==> src/rtl/fight_game_pkg.sv <==
// Shared definitions for the player-action interface: action codes, pad bit
// indices, encoder FSM states and the per-pad priority encoder.
package fight_game_pkg;

   localparam logic [2:0] ACT_NOP    = 3'b000;
   localparam logic [2:0] ACT_LEFT   = 3'b001;
   localparam logic [2:0] ACT_RIGHT  = 3'b010;
   localparam logic [2:0] ACT_ATTACK = 3'b011;
   localparam logic [2:0] ACT_DEFEND = 3'b100;

   localparam int BTN_LEFT   = 0;
   localparam int BTN_RIGHT  = 1;
   localparam int BTN_ATTACK = 2;
   localparam int BTN_DEFEND = 3;

   localparam int PAD_BITS        = 4;
   localparam int NUM_BUTTONS     = 2 * PAD_BITS + 1;
   localparam int BTN_CONFIRM_IDX = 2 * PAD_BITS;

   typedef enum logic [1:0] {
      ST_IDLE   = 2'd0,
      ST_STROBE = 2'd1,
      ST_HOLD   = 2'd2
   } enc_state_e;

   // Simultaneous presses on one pad: attack > defend > left > right.
   function automatic logic [2:0] pad_to_action(input logic [PAD_BITS-1:0] press);
      logic [2:0] code;
      code = ACT_NOP;
      if (press[BTN_ATTACK])
         code = ACT_ATTACK;
      else if (press[BTN_DEFEND])
         code = ACT_DEFEND;
      else if (press[BTN_LEFT])
         code = ACT_LEFT;
      else if (press[BTN_RIGHT])
         code = ACT_RIGHT;
      return code;
   endfunction

endpackage

==> src/rtl/button_debouncer.sv <==
// One pushbutton: 2-FF synchroniser, stability counter and a one-cycle press
// pulse on each accepted rising edge of the debounced level.
module button_debouncer #(
   parameter logic [19:0] DEBOUNCE_CYCLES = 20'd500000
) (
   input  logic clk,
   input  logic rst_n,
   input  logic btn_async,
   output logic level_o,
   output logic press_o
);

   logic        sync1_q, sync1_d;
   logic        sync2_q, sync2_d;
   logic        level_q, level_d;
   logic        press_q, press_d;
   logic [19:0] cnt_q, cnt_d;

   always_comb begin
      sync1_d = btn_async;
      sync2_d = sync1_q;
      level_d = level_q;
      cnt_d   = '0;
      // The counter only runs while the synchronised input disagrees with the
      // accepted level; a single agreeing sample restarts the qualification.
      if (sync2_q != level_q) begin
         if (cnt_q == DEBOUNCE_CYCLES - 20'd1) begin
            level_d = sync2_q;
         end else begin
            cnt_d = cnt_q + 20'd1;
         end
      end
      press_d = level_d & ~level_q;
   end

   always_ff @(posedge clk or negedge rst_n) begin
      if (!rst_n) begin
         sync1_q <= 1'b0;
         sync2_q <= 1'b0;
         level_q <= 1'b0;
         press_q <= 1'b0;
         cnt_q   <= '0;
      end else begin
         sync1_q <= sync1_d;
         sync2_q <= sync2_d;
         level_q <= level_d;
         press_q <= press_d;
         cnt_q   <= cnt_d;
      end
   end

   assign level_o = level_q;
   assign press_o = press_q;

endmodule

==> src/rtl/action_input_encoder.sv <==
// Player-action producer: debounces both pads and CONFIRM, keeps pending moves
// and commits them with an actionEnable strobe. CONFIRM_REPEAT_EN adds re-strobing while CONFIRM is held.
module action_input_encoder
   import fight_game_pkg::*;
#(
   parameter logic [19:0] DEBOUNCE_CYCLES = 20'd500000,
   parameter int          STROBE_CYCLES   = 4,
   parameter logic [24:0] REPEAT_CYCLES   = 25'd25000000
) (
   input  logic       clk,
   input  logic       resetGame,
   input  logic [3:0] btn1,
   input  logic [3:0] btn2,
   input  logic       btnConfirm,
   output logic [2:0] action1,
   output logic [2:0] action2,
   output logic       actionEnable,
   output logic       ready1,
   output logic       ready2
);

   localparam int SCW = $clog2(STROBE_CYCLES + 1);

   logic [1:0] rst_sync_q, rst_sync_d;
   logic       rst_n_int;

   always_comb rst_sync_d = {rst_sync_q[0], 1'b1};

   always_ff @(posedge clk or negedge resetGame) begin
      if (!resetGame)
         rst_sync_q <= '0;
      else
         rst_sync_q <= rst_sync_d;
   end

   // Assertion follows resetGame immediately; release is retimed to clk.
   assign rst_n_int = rst_sync_q[1];

   logic [NUM_BUTTONS-1:0] btn_raw, level_w, press_w;

   assign btn_raw = {btnConfirm, btn2, btn1};

   generate
      for (genvar gi = 0; gi < NUM_BUTTONS; gi++) begin : g_deb
         button_debouncer #(
            .DEBOUNCE_CYCLES(DEBOUNCE_CYCLES)
         ) u_deb (
            .clk      (clk),
            .rst_n    (rst_n_int),
            .btn_async(btn_raw[gi]),
            .level_o  (level_w[gi]),
            .press_o  (press_w[gi])
         );
      end
   endgenerate

   // Only CONFIRM's held level matters; pad levels are consumed as pulses.
   logic unused_pad_levels;
   assign unused_pad_levels = &{1'b0, level_w[NUM_BUTTONS-2:0]};

   enc_state_e     state_q, state_d;
   logic [SCW-1:0] strobe_cnt_q, strobe_cnt_d;
   logic [2:0]     pend1_q, pend1_d;
   logic [2:0]     pend2_q, pend2_d;
   logic [2:0]     act1_q, act1_d;
   logic [2:0]     act2_q, act2_d;
   logic           en_q, en_d;

   logic [2:0]     pad1_code, pad2_code;
   logic           confirm_press, confirm_level, any_ready, commit;

   assign pad1_code     = pad_to_action(press_w[PAD_BITS-1:0]);
   assign pad2_code     = pad_to_action(press_w[2*PAD_BITS-1:PAD_BITS]);
   assign confirm_press = press_w[BTN_CONFIRM_IDX];
   assign confirm_level = level_w[BTN_CONFIRM_IDX];
   assign any_ready     = (pend1_q != ACT_NOP) || (pend2_q != ACT_NOP);

`ifdef CONFIRM_REPEAT_EN
   logic [24:0] rep_cnt_q, rep_cnt_d;
   logic        rep_expired;

   always_comb begin
      rep_expired = (rep_cnt_q == REPEAT_CYCLES - 25'd1);
      rep_cnt_d   = '0;
      if ((state_q == ST_HOLD) && confirm_level && !rep_expired)
         rep_cnt_d = rep_cnt_q + 25'd1;
   end

   always_ff @(posedge clk or negedge rst_n_int) begin
      if (!rst_n_int)
         rep_cnt_q <= '0;
      else
         rep_cnt_q <= rep_cnt_d;
   end
`endif

   always_comb begin
      state_d      = state_q;
      strobe_cnt_d = strobe_cnt_q;
      pend1_d      = pend1_q;
      pend2_d      = pend2_q;
      act1_d       = act1_q;
      act2_d       = act2_q;
      commit       = 1'b0;

      case (state_q)
         ST_IDLE: begin
            if (confirm_press && any_ready)
               commit = 1'b1;
         end
         ST_STROBE: begin
            // Count 0 is the setup cycle; counts 1..STROBE_CYCLES drive the strobe.
            if (strobe_cnt_q == SCW'(STROBE_CYCLES))
               state_d = ST_HOLD;
            else
               strobe_cnt_d = strobe_cnt_q + SCW'(1);
         end
         ST_HOLD: begin
            if (!confirm_level)
               state_d = ST_IDLE;
`ifdef CONFIRM_REPEAT_EN
            else if (rep_expired && any_ready)
               commit = 1'b1;
`endif
         end
         default: state_d = ST_IDLE;
      endcase

      if (commit) begin
         state_d      = ST_STROBE;
         strobe_cnt_d = '0;
         act1_d       = pend1_q;
         act2_d       = pend2_q;
         pend1_d      = ACT_NOP;
         pend2_d      = ACT_NOP;
      end

      // A press arriving with the commit is applied after the clear.
      if (pad1_code != ACT_NOP)
         pend1_d = pad1_code;
      if (pad2_code != ACT_NOP)
         pend2_d = pad2_code;

      en_d = (state_q == ST_STROBE) && (strobe_cnt_q != SCW'(STROBE_CYCLES));
   end

   always_ff @(posedge clk or negedge rst_n_int) begin
      if (!rst_n_int) begin
         state_q      <= ST_IDLE;
         strobe_cnt_q <= '0;
         pend1_q      <= ACT_NOP;
         pend2_q      <= ACT_NOP;
         act1_q       <= ACT_NOP;
         act2_q       <= ACT_NOP;
         en_q         <= 1'b0;
      end else begin
         state_q      <= state_d;
         strobe_cnt_q <= strobe_cnt_d;
         pend1_q      <= pend1_d;
         pend2_q      <= pend2_d;
         act1_q       <= act1_d;
         act2_q       <= act2_d;
         en_q         <= en_d;
      end
   end

   assign action1      = act1_q;
   assign action2      = act2_q;
   assign actionEnable = en_q;
   assign ready1       = (pend1_q != ACT_NOP);
   assign ready2       = (pend2_q != ACT_NOP);

endmodule

==> config.mk <==
export PLATFORM = sky130hd
export DESIGN_NAME = action_input_encoder
export DESIGN_NICKNAME = d
export VERILOG_FILES = /design/src/rtl/fight_game_pkg.sv /design/src/rtl/button_debouncer.sv /design/src/rtl/action_input_encoder.sv
export SDC_FILE = /design/constraint.sdc
export NUM_CORES = 1
export LEC_CHECK = 0
export ABC_AREA = 1
export BUFFER_PORTS_ARGS = -buffer_cell sky130_fd_sc_hd__buf_2
export CAP_MARGIN = 20
export CORE_MARGIN = 2
export CORE_UTILIZATION = 60
export DETAILED_ROUTE_END_ITERATION = 8
export GPL_TIMING_DRIVEN = 0
export PLACE_DENSITY = 0.76
export SYNTH_ARGS = -nofsm -noshare
export SYNTH_HDL_FRONTEND = slang
export SYNTH_SLANG_ARGS = --single-unit
export TNS_END_PERCENT = 30
==> constraint.sdc <==
create_clock -name clk -period 8.2 [get_ports clk]
set_input_delay 0.82 -clock clk [delete_from_list [all_inputs] [get_ports clk]]
set_output_delay 0.82 -clock clk [all_outputs]
set_load 0.1 [all_outputs]
# == Word level (Yosys, flattened, before mapping) ==
# Cells that the tools add are included.
# op_classes
n_addsub,10
shift,0
multipliers,0
n_mux,56
n_eq_ne,26
reduce_logical,13
div_mod_pow,0
n_lt_le_gt_ge,0
bitwise,18
# ops
op,n
two-way mux 20 bit,18
"adder 20 x 1 -> 20 bit, second input constant",9
"== test 20 x 19 -> 1 bit, second input constant",9
two-way mux 3 bit,10
two-way mux 1 bit,20
two-way mux 2 bit,7
nonzero test 3 bit,4
AND 1 bit,9
inequality test 1 bit,9
"inequality test 3 bit, second input constant",3
inverter 1 bit,9
case mux 2 bit (3 select lines),1
nonzero test 2 bit,3
"inequality test 2 bit, second input constant",2
"adder 3 x 1 -> 3 bit, second input constant",1
"== test 3 bit, second input constant",1
AND reduction 3 bit,1
"== test 2 x 1 -> 1 bit, second input constant",1
"== test 2 bit, second input constant",1
logical AND 1 bit,2
zero test 2 bit,1
AND reduction 2 bit,1
logical OR 1 bit,1
# totals
latchBits,0
memories,0
out_inout_bits,9
ramBits,0
ff_bits,236
wordCells,176
rom_bits,0

# == Logic depth before layout (Yosys ltp) ==
# Gate-level depths: netlist of the first run.
# depth
word_depth,7
mapped_depth,9
depth_no_buf,9

# == Hierarchy ==
# From an unflattened synthesis of the first run, not the netlist that was laid out.
# hier_totals
hier_cells,1636
area_unflattened_um2,12993.7
# by_module_without_submodules
mod,cells_each,area_per_inst_um2,n_inst
button_debouncer at g_deb[0].u_deb ...,170,1345.0,8
button_debouncer at g_deb[3].u_deb,171,1337.5,1
action_input_encoder,105,895.9,1

# == Least setup slack after synthesis of the first run ==
# Ideal clock, no wire load.
# synth_timing
kind,register -> output
start,reg pend1_q[1]
end,out ready1
n_path_buf,0
slack_ps,6395
stages_incl_launch_ff,3
arrival_time_ps,985
required_ps,7380
path_cell_list,dfrtp_1 -> nor3_1 -> inv_1
# synth_between
elab_chain_len,1
# synth_lines
element,line_no,text
start: declaration,action_input_encoder.sv:63,"logic [2:0] pend1_q, pend1_d;"
start signal: assignment,action_input_encoder.sv:159,pend1_q <= pend1_d;
nonzero test 3 bit,action_input_encoder.sv:170,assign ready1 = (pend1_q != ACT_NOP);
end: declaration,action_input_encoder.sv:18,"output logic ready1,"
# No other way between the ends.

# == Worst setup path after layout of the first run ==
# layout_timing
start,reg pend2_q[1]
end,out ready2
# layout_between
elab_chain_len,1
# layout_lines
element,line_no,text
start: declaration,action_input_encoder.sv:64,"logic [2:0] pend2_q, pend2_d;"
start signal: assignment,action_input_encoder.sv:160,pend2_q <= pend2_d;
nonzero test 3 bit,action_input_encoder.sv:171,assign ready2 = (pend2_q != ACT_NOP);
end: declaration,action_input_encoder.sv:19,output logic ready2
# No other way between the ends.

==> results of run 1 <==
## cells in the mapped netlist
| library cell | number | area [um^2] |
|---|---|---|
| nor2_1 | 398 | 1494 |
| nand2_1 | 367 | 1378 |
| dfrtp_1 | 236 | 5906 |
| inv_1 | 188 | 705.7 |
| nand3_1 | 148 | 740.7 |
| xor2_1 | 50 | 437.9 |
| o21ai_0 | 32 | 160.2 |
| xnor2_1 | 32 | 280.3 |
| nand4_1 | 29 | 181.4 |
| nor3_1 | 27 | 135.1 |
| a21oi_1 | 26 | 130.1 |
| nor2_2 | 21 | 131.4 |
| nor2_4 | 14 | 157.7 |
| and2_1 | 13 | 81.33 |
| nand2_2 | 12 | 75.07 |
| ha_1 | 11 | 137.6 |
| nor3b_1 | 9 | 67.56 |
| clkbuf_1 | 6 | 22.52 |
| inv_2 | 5 | 18.77 |
| a31oi_1 | 4 | 25.02 |
| buf_2 | 4 | 20.02 |
| nor3_2 | 4 | 40.04 |
| nand3_2 | 3 | 30.03 |
| a211oi_1 | 2 | 15.01 |
| nor3b_2 | 2 | 25.02 |
| nor4_1 | 2 | 12.51 |
| xor2_2 | 2 | 32.53 |
| a21oi_2 | 1 | 8.760 |
| and2_0 | 1 | 6.260 |
| buf_4 | 1 | 7.510 |
| conb_1 | 1 | 3.750 |
| nand3b_1 | 1 | 7.510 |
| o21ai_1 | 1 | 5.000 |
| o22ai_1 | 1 | 6.260 |
| xnor2_2 | 1 | 16.27 |
## registers in the layout, summed over array words and instances, names as in the netlist
signal,count
actionEnable,1
strobe_cnt_q,3
action2,3
g_deb.u_deb.sync2_q,9
g_deb.u_deb.level_o,9
pend2_q,3
rst_sync_q,2
action1,3
g_deb.u_deb.cnt_q,180
pend1_q,3
g_deb.u_deb.sync1_q,9
g_deb.u_deb.press_o,9
state_q,2
## cell type report
class	instances	area share (%)
inverters	193	5.216
multi-input cells	1215	41.92
plain buffers	11	0.3603
clock inverters	12	0.5405
repair buffers	23	1.477
clock buffers	35	5.513
flip-flops and latches	236	42.55
well taps	270	2.432
## logic make-up (layout without fill, tap and decap cells)
logic type                 after synthesis  after routing  share of synthesized area (%)
xor gates and xnor gates                85             85                          6.135
and+or+nand+nor                       1051           1051                          36.50
buffers and inverters                  204            274                          6.195
adders and majority gates               11             11                          1.101
AOI/OAI and AO/OA                       67             67                          2.802
other                                    1              1                        0.03000
DFF                                    236            236                          47.24
## power by group through the flow
stage | clock network (mW) | logic (mW) | registers (mW)
4_1_cts | 1.14 | 0.0717 | 1.20
5_1_grt | 1.19 | 0.0813 | 1.20
2_1_floorplan | 0 | 0.0338 | 1.23
3_3_place_gp | 0 | 0.0443 | 1.23
3_5_place_dp | 0 | 0.0713 | 1.22
6_report | 1.11 | 0.0693 | 1.20
## worst max-delay path by stage
stage | endpoint | startpoint | depth (start not counted) | slack [ns]
6_report | ready2 | pend2_q[1] | 3 | 5.78
5_1_grt | ready2 | pend2_q[1] | 3 | 5.69
4_1_cts | ready2 | pend2_q[1] | 3 | 5.77
3_5_place_dp | ready1 | pend1_q[1] | 3 | 6.35
3_3_place_gp | g_deb[3].u_deb.cnt_q[12] | rst_sync_q[1] | 0 | -1.42
2_1_floorplan | action1[0] | rst_sync_q[1] | 0 | 1.14
## metal layers
metal,track usage [%],part of all wire (%),vias to the layer above
met5,0,0,-
met4,6.810,2.1,0
met3,3.528,4.7,53
met2,38.91,46,229
met1,33.65,47,4755
li1,-,-,5283
## worst register-to-register path: cells and delay by family (launching register included)
family | cells | cell delay, ns
adders and majority gates | 1 | 0.18
buffers and inverters | 1 | 0.08
DFF | 1 | 0.38
and+or+nand+nor | 6 | 0.88
## metrics by stage
| stage | hold WS [ns] | power (mW) | util (%) | cells |
|---|---|---|---|---|
| floorplan | 0.3312 | 1.260 | - | 1655 |
| global placement | 0.3331 | 1.279 | 63.52 | 1944 |
| detailed placement | 0.3347 | 1.288 | 64.08 | 1948 |
| CTS | 0.05849 | 2.409 | 68.20 | 1995 |
| global route | 0.05903 | 2.469 | 68.20 | 1995 |
| finish | 0.07712 | 2.377 | 68.20 | 1995 |
==> metrics.yaml, run 1 <==
max_stage_delay_ns: 0.37
placed_area_um2: 13050
fin_crit_ns: 2.424
drcViolationCount: 0
core_area_um2: 20360
cp_top_family: "flip-flops"
seqPwrFrac_pct: 50.3
syn_to_final_growth_pct: 11.10
final-hold-violation-count: 0
path_cells: "nor3_1 -> inv_1 -> buf_2"
grt_usage_pct: 23.88
synthesis.area_um2: 12500
fin_crit_sh_pct: 29.56
internal_power_mw: 1.857
final_common_cell: "nor2_1"
grt_max_degree: 55
postRouteAntennaNets: 0
cp_num_buf_inv: 2
timing.rr.end: "g_deb[8].u_deb.cnt_q[0]"
route.detailed.wl_per_inst_um: 12.70
ys_seq_area_share_pct: 47.24
p_sw_mw: 0.5206
setup_viol: 0
clockRootBuffer: "clkbuf_16"
htreeDepth: 1
finalMaxSlewViolations: 0
hpwl_um: 18320
rows: 52
clockPowerShare_pct: 46.8
ys_ff_latch: 236
holdCritPathClass: "input pin to async pin"
start_kind: "flop"
place.gp.congestion: 0.9376
swShare_pct: 21.90
holdBufCountCts: 0
nets: 1728
avgViaCountPerCell: 5.173
grt_pass1_vias: 9864
power.share.combinational_pct: 2.9
drv_cap: 0
power.density_nw_per_um2: 171.2
yosysWarnings: 0
antenna_found_initial: 0
firstDrtPassIters: 7
grt_pass1_wl_um: 44490
cts_made_buffers: 26
setup_ws_ns: 5.776
outcome: "completed"
cts_resized: 0
clock_sinks: 236
tightest_slew_ns: 0.5676
skew_ns: 0.006875
cp_data_arrival_time_ns: 1.60
overflow: 0
rsz0062_at_grt: "false"
synth.avg_cell_area_um2: 7.554
rr_startpoint: "g_deb[8].u_deb.cnt_q[0]"
num_io_pins: 20
syn_nets: 1677
cp_slowest_cell: "dfrtp_1"
path_max_fanout: 2
cp-end-kind: "output pin"
regToRegSetupSlack_ns: 6.56
drive_gt1_share_pct: 8.058
tns_ns: 0
post-cts-setup-buffers: 0
worstRegToRegCells: 8
pre_cts_ws_ns: 6.347
clockBufferDepth: 3
postRouteWirelength_um: 25340
cp_data_required_time_ns: 7.38
dr.first_iter.drc_count: 621
synth_cell_types: 35
clk_latency_ns: 0.52
layout_common_cells: "398 x nor2_1, 367 x nand2_1, 235 x dfrtp_1, 188 x inv_1, 148 x nand3_1"
num-fill-cells: 1679
via_count: 10320
power.leakage_nw: 6.055
floorplan.initialDensity_pct: 61.39
cts_tree: "done"
worst-setup-path-type: "flop to output pin"
die_h_um: 148.4
antenna_cells: 0
multi_input_area_um2: 5822
register_area_um2: 5909
synth_cells: 1655
max-vdd-ir-drop_uv: 177.2
slew-limit-headroom_pct: 61.97
postLayoutCellArea_um2: 13890
clk_pin_slew_ns: 0.06
io_buffer_count: 19
fmax_mhz: 412.5
die-width_um: 148.4
die_area_um2: 22010
(Power assumes the default switching activity.)
==> run 2, diff against run 1 <==
- clock period: 8.2 -> 2.3 ns (I/O delays scaled with it)
==> run 2 against run 1 <==
Compared with the run above: worst setup slack got worse by 5.3 ns; register-to-register slack worse by 5.9 ns; via count grew 0.81%; worst hold slack improved by 0.22 ns; critical path depth is the same; wire length grew 2.5%; utilization increased by 1.4 points; combinational power grew to 3.7 times the previous value; sequential power grew to 3.6 times the previous value; critical endpoint is now ready1; cell count grew 0.50%.
==> metrics.yaml, run 2 (synthesis results as in run 1) <==
outcome: "completed"
grt_usage_pct: 24.24
place.gp.congestion: 0.9285
hpwl_um: 18500
die_h_um: 148.4
fin_crit_ns: 1.812
postRouteAntennaNets: 0
clock_sinks: 236
pre_cts_ws_ns: 0.7108
num_io_pins: 20
syn_to_final_growth_pct: 13.32
grt_pass1_vias: 9930
path_max_fanout: 2
power.leakage_nw: 6.182
die_area_um2: 22010
drive_gt1_share_pct: 7.896
regToRegSetupSlack_ns: 0.70
slew-limit-headroom_pct: 64.21
setup_viol: 0
grt_pass1_wl_um: 45050
largest_reg_flops: 180
fmax_mhz: 552.0
grtUsageMet2_pct: 40.63
cp_data_arrival_time_ns: 1.58
gr-usage-met1_pct: 34.42
tns_ns: 0
overflow: 0
via_count: 10400
num-fill-cells: 1725
die-width_um: 148.4
avgViaCountPerCell: 5.189
postLayoutCellArea_um2: 14170
drcViolationCount: 0
tightest_slew_ns: 0.5328
dr.first_iter.drc_count: 597
clk_latency_ns: 0.53
cp_data_required_time_ns: 2.07
max-vdd-ir-drop_uv: 641.3
cts_tree: "done"
firstDrtPassIters: 5
final-hold-violation-count: 0
top_usage_layer: "met2"
rsz0062_at_grt: "false"
grt_max_degree: 75
worstRegToRegCells: 8
start_kind: "flop"
antenna_found_initial: 0
floorplan.initialDensity_pct: 61.39
layout_common_cells: "398 x nor2_1, 367 x nand2_1, 235 x dfrtp_1, 188 x inv_1, 148 x nand3_1"
fin_crit_sh_pct: 78.77
placed_area_um2: 13020
finalMaxSlewViolations: 0
holdCritPathClass: "flop to async pin"
clk_pin_slew_ns: 0.06
worst-setup-path-type: "flop to output pin"
use_met3_pct: 3.282
skew_ns: 0.01628
route.detailed.wl_per_inst_um: 12.95
power.density_nw_per_um2: 667.0
timing.rr.end: "g_deb[8].u_deb.cnt_q[1]"
drv_cap: 0
top_register: "g_deb.u_deb.cnt_q"
cts_resized: 0
cts_made_buffers: 26
antenna_cells: 0
whs_ns: 0.3004
core_area_um2: 20360
postRouteWirelength_um: 25970
nets: 1738
cp-end-kind: "output pin"
clockRootBuffer: "clkbuf_16"
final_common_cell: "nor2_1"
rr_startpoint: "g_deb[8].u_deb.cnt_q[0]"
htreeDepth: 1
rows: 52
clockBufferDepth: 3
io_buffer_count: 19
setup_ws_ns: 0.4883
==> run 2: how the worst max path moves through the flow <==
stage,from,endpoint,slack [ns],depth (start not counted)
after CTS,pend2_q[1],ready2,0.49,3
after global routing,pend1_q[0],ready1,0.35,3
after floorplan,rst_sync_q[1],action1[0],-0.08,0
after detailed placement,g_deb[1].u_deb.level_o,g_deb[1].u_deb.cnt_q[3],0.71,4
final,pend1_q[1],ready1,0.49,3
after global placement,rst_sync_q[1],g_deb[3].u_deb.cnt_q[12],-0.88,0
==> run 2: repair_timing <==
item / CTS / global route
endpoints found under the hold margin: 11 / 0
buffers inserted: 0 / 0
hold buffers: 11 / 0
==> run 2: per-layer routing <==
metal | share of wire, % | vias to the layer above
met5 | 0 | -
met1 | 47 | 4872
met2 | 47 | 195
li1 | - | 5301
met4 | 1.5 | 0
met3 | 4.0 | 36
==> run 2: critical path, cell delays in order, from the launching register on <==
cell,delay (ns)
dfrtp_1,0.37
nor3_1,0.33
inv_1,0.06
buf_2,0.29
==> run 2: per-stage QoR <==
stage | power (mW) | utilization [%] | instances
floorplan | 4.492 | - | 1655
global placement | 4.556 | 63.54 | 1944
detailed placement | 4.587 | 63.94 | 1947
CTS | 9.556 | 69.57 | 2005
global route | 9.757 | 69.57 | 2005
finish | 9.449 | 69.57 | 2005
==> run 2: final cells by class <==
type	instances	area (um^2)	share of cell area, %
sequential	236	5909	41.71
multi-input combinational	1215	5822	41.09
clock buffer	34	742.0	5.237
inverter	193	724.4	5.114
tap	270	337.8	2.385
clock inverter	13	294.0	2.075
timing repair buffer	33	287.8	2.031
buffer	11	50.05	0.3533
==> run 2: power by group <==
| part | total (mW) | switching [mW] | internal [mW] |
|---|---|---|---|
| registers | 4.26 | 0.0507 | 4.21 |
| logic | 0.259 | 0.175 | 0.0838 |
| clock network | 4.93 | 1.66 | 3.27 |
==> run 3, diff against run 2 <==
- ABC_AREA: 1 -> 0
- clock period: 2.3 -> 1.9 ns (I/O delays scaled with it)
==> run 3 against run 2 <==
Compared with the run above: the flow now finishes with violations (design-rule violations, negative setup slack); clock-buffer cell count shrank 4; die area decreased by 11%; clock power up 7.3%; total power up 14%; synthesized area fell by 11%; cell count is 29% lower; utilization rose by 2.9 points; via count fell by 20%; sequential power rose by 22%; non-clock buffer count is 42 higher; cell area fell by 7.5%; worst setup slack worse by 0.57 ns.
==> metrics.yaml, run 3 <==
hpwl_um: 13770
layout_common_cells: "220 x dfrtp_1, 150 x nor2_1, 74 x xnor2_1, 57 x nand2_1, 57 x nand4_1"
grt_usage_pct: 21.87
synth.avg_cell_area_um2: 10.20
max-vdd-ir-drop_uv: 721.0
path_max_fanout: 3
grt_max_degree: 74
setup_viol: 22
cp-end-kind: "flop"
max_stage_delay_ns: 0.55
top_register: "g_deb.u_deb.cnt_q"
die-width_um: 140.1
yosys.area.top_type_share_pct: 53.14
syn_to_final_growth_pct: 17.87
synthesis.area_um2: 11110
synth_edf_count: 0
synth_cell_types: 57
grt_pass1_vias: 7831
cpMostUsedCell: "or4_4"
cts_tree: "done"
syn_nets: 1112
via_count: 8360
whs_ns: 0.3137
overflow: 0
nets: 1191
htreeDepth: 1
final-hold-violation-count: 0
clockRootBuffer: "clkbuf_16"
drv_cap: 0
postRouteWirelength_um: 21610
synth_common_cells: "236 x dfrtp_1, 150 x nor2_1, 74 x xnor2_1, 59 x nand2_1, 59 x nand3_1"
fin_crit_sh_pct: 104.0
fmax_mhz: 505.9
ys_seq_area_share_pct: 53.14
utilization_pct: 72.43
hold_depth: 2
gr-usage-met1_pct: 31.35
antenna_found_initial: 0
fin_crit_ns: 1.977
failed_checks: "design-rule violations, negative setup slack"
worstRegToRegCells: 4
postRouteAntennaNets: 0
worst-setup-path-type: "flop to flop"
outcome: "finished with violations"
grt_pass1_wl_um: 36400
io_buffer_count: 19
cp_data_arrival_time_ns: 2.38
largest_reg_flops: 180
synth_cells: 1090
tightest_slew_ns: 0.8148
yosys.cell_count.top_type: "dfrtp_1"
clock_sinks: 236
power.density_nw_per_um2: 825.6
route.detailed.wl_per_inst_um: 15.26
clk_pin_slew_ns: 0.06
async_reset_ff_share_pct: 100.0
place.gp.congestion: 0.8442
power.leakage_nw: 5.317
die_area_um2: 19630
floorplan.initialDensity_pct: 61.45
drcViolationCount: 4
die_h_um: 140.1
clockBufferDepth: 3
grtUsageMet2_pct: 35.68
avgViaCountPerCell: 5.904
cts_made_buffers: 25
setup_ws_ns: -0.07681
skew_ns: 0.008772
dr.first_iter.drc_count: 360
yosysWarnings: 0
rsz0062_at_grt: "true"
clk_latency_ns: 0.52
firstDrtPassIters: 9
synth-main-ff-cell: "dfrtp_1"
holdCritPathClass: "input pin to flop"
rows: 49
use_met3_pct: 2.974
start_kind: "flop"
top_usage_layer: "met2"
slew-limit-headroom_pct: 45.68
finalMaxSlewViolations: 0
synthTopCellsByArea: "dfrtp_1 53%, xnor2_1 5.8%, nor2_1 5.1%"
cp_slowest_cell: "or4_4"
postLayoutCellArea_um2: 13100
cp_data_required_time_ns: 2.31
antenna_cells: 0
path_cells: "or4_4 -> or4_4 -> nor2_4 -> mux2_4"
num_io_pins: 20
final_common_cell: "dfrtp_1"
placed_area_um2: 11580
drive_gt1_share_pct: 16.93
core_area_um2: 18090
ys_ff_latch: 236
synth_area_leader_cell: "dfrtp_1"
[run 3: cell count changes after synthesis, moves of 31 or more]
cell and delta:
nand3_1 -89, xnor2_1 +42, or4_1 +34, nand2_1 -308
inv_1 -158, nor4_1 +31, or3_1 +31, nor2_1 -248
[run 3: where the power goes]
group | switching (mW) | internal [mW]
registers | 0.100 | 5.10
logic | 0.199 | 0.135
clock network | 1.97 | 3.32
total | 2.27 | 8.55
[run 3: what timing repair did]
item                                    4_1_cts  5_1_grt
hold endpoints to repair                     11        0
endpoints found under the setup margin      129      141
resized for setup                            36       67
pin swaps                                    17       24
setup buffers                                 6       18
hold buffers                                 11        0
[run 3: cell families after synthesis]
logic type,count (synthesis),synth area share [%]
adders and majority gates,11,1.238
other,1,0.03374
muxes,17,1.700
DFF,236,53.14
and+or+nand+nor,517,25.14
buffers and inverters,64,2.364
xor gates and xnor gates,122,9.614
AOI/OAI and AO/OA,122,6.777
[run 3: area by class of cell]
| class | count | area, um^2 |
|---|---|---|
| clock inverter | 15 | 240.2 |
| inverter | 30 | 112.6 |
| fill | 1280 | 4986 |
| buffer | 29 | 190.2 |
| timing repair buffer | 57 | 467.9 |
| clock buffer | 30 | 664.4 |
| sequential | 236 | 5928 |
| tap | 229 | 286.5 |
| multi-input combinational | 790 | 5210 |
[run 3: critical path, delay by kind of cell (launching register included)]
family        cells  cell delay, ns
flops             1            0.41
simple gates      3            1.16
mux               1            0.30
[run 3: worst paths after layout]
check / start / end / slack [ns]
setup / recovery: g_deb[2].u_deb.cnt_q[6] / g_deb[2].u_deb.level_o / -0.08
setup reg to reg: g_deb[2].u_deb.cnt_q[6] / g_deb[2].u_deb.level_o / -0.08
min in group asynchronous: rst_sync_q[1] / g_deb[2].u_deb.cnt_q[2] / 0.44
max in group asynchronous: rst_sync_q[1] / g_deb[8].u_deb.cnt_q[2] / 0.43
hold reg to reg: g_deb[5].u_deb.sync1_q / g_deb[5].u_deb.sync2_q / 0.35
hold / removal: btn1[3] / g_deb[3].u_deb.sync1_q / 0.31
[run 3: through the flow]
step	power, mW	worst slack (ns)	TNS, ns	instances
2_1_floorplan	5.453	-0.4811	-117.52	1090
3_3_place_gp	5.536	-1.287	-314.25	1338
3_5_place_dp	5.567	-0.3628	-18.00	1341
4_1_cts	10.91	-0.1448	-1.932	1402
5_1_grt	11.21	-0.1217	-3.040	1416
6_report	10.82	-0.07681	-1.186	1416
[run 3: layer usage]
layer / wire length [um] / up-vias
li1: - / 4101
met1: 10180 / 4098
met2: 10350 / 130
met3: 727 / 31
met4: 364 / 0
met5: 0 / -
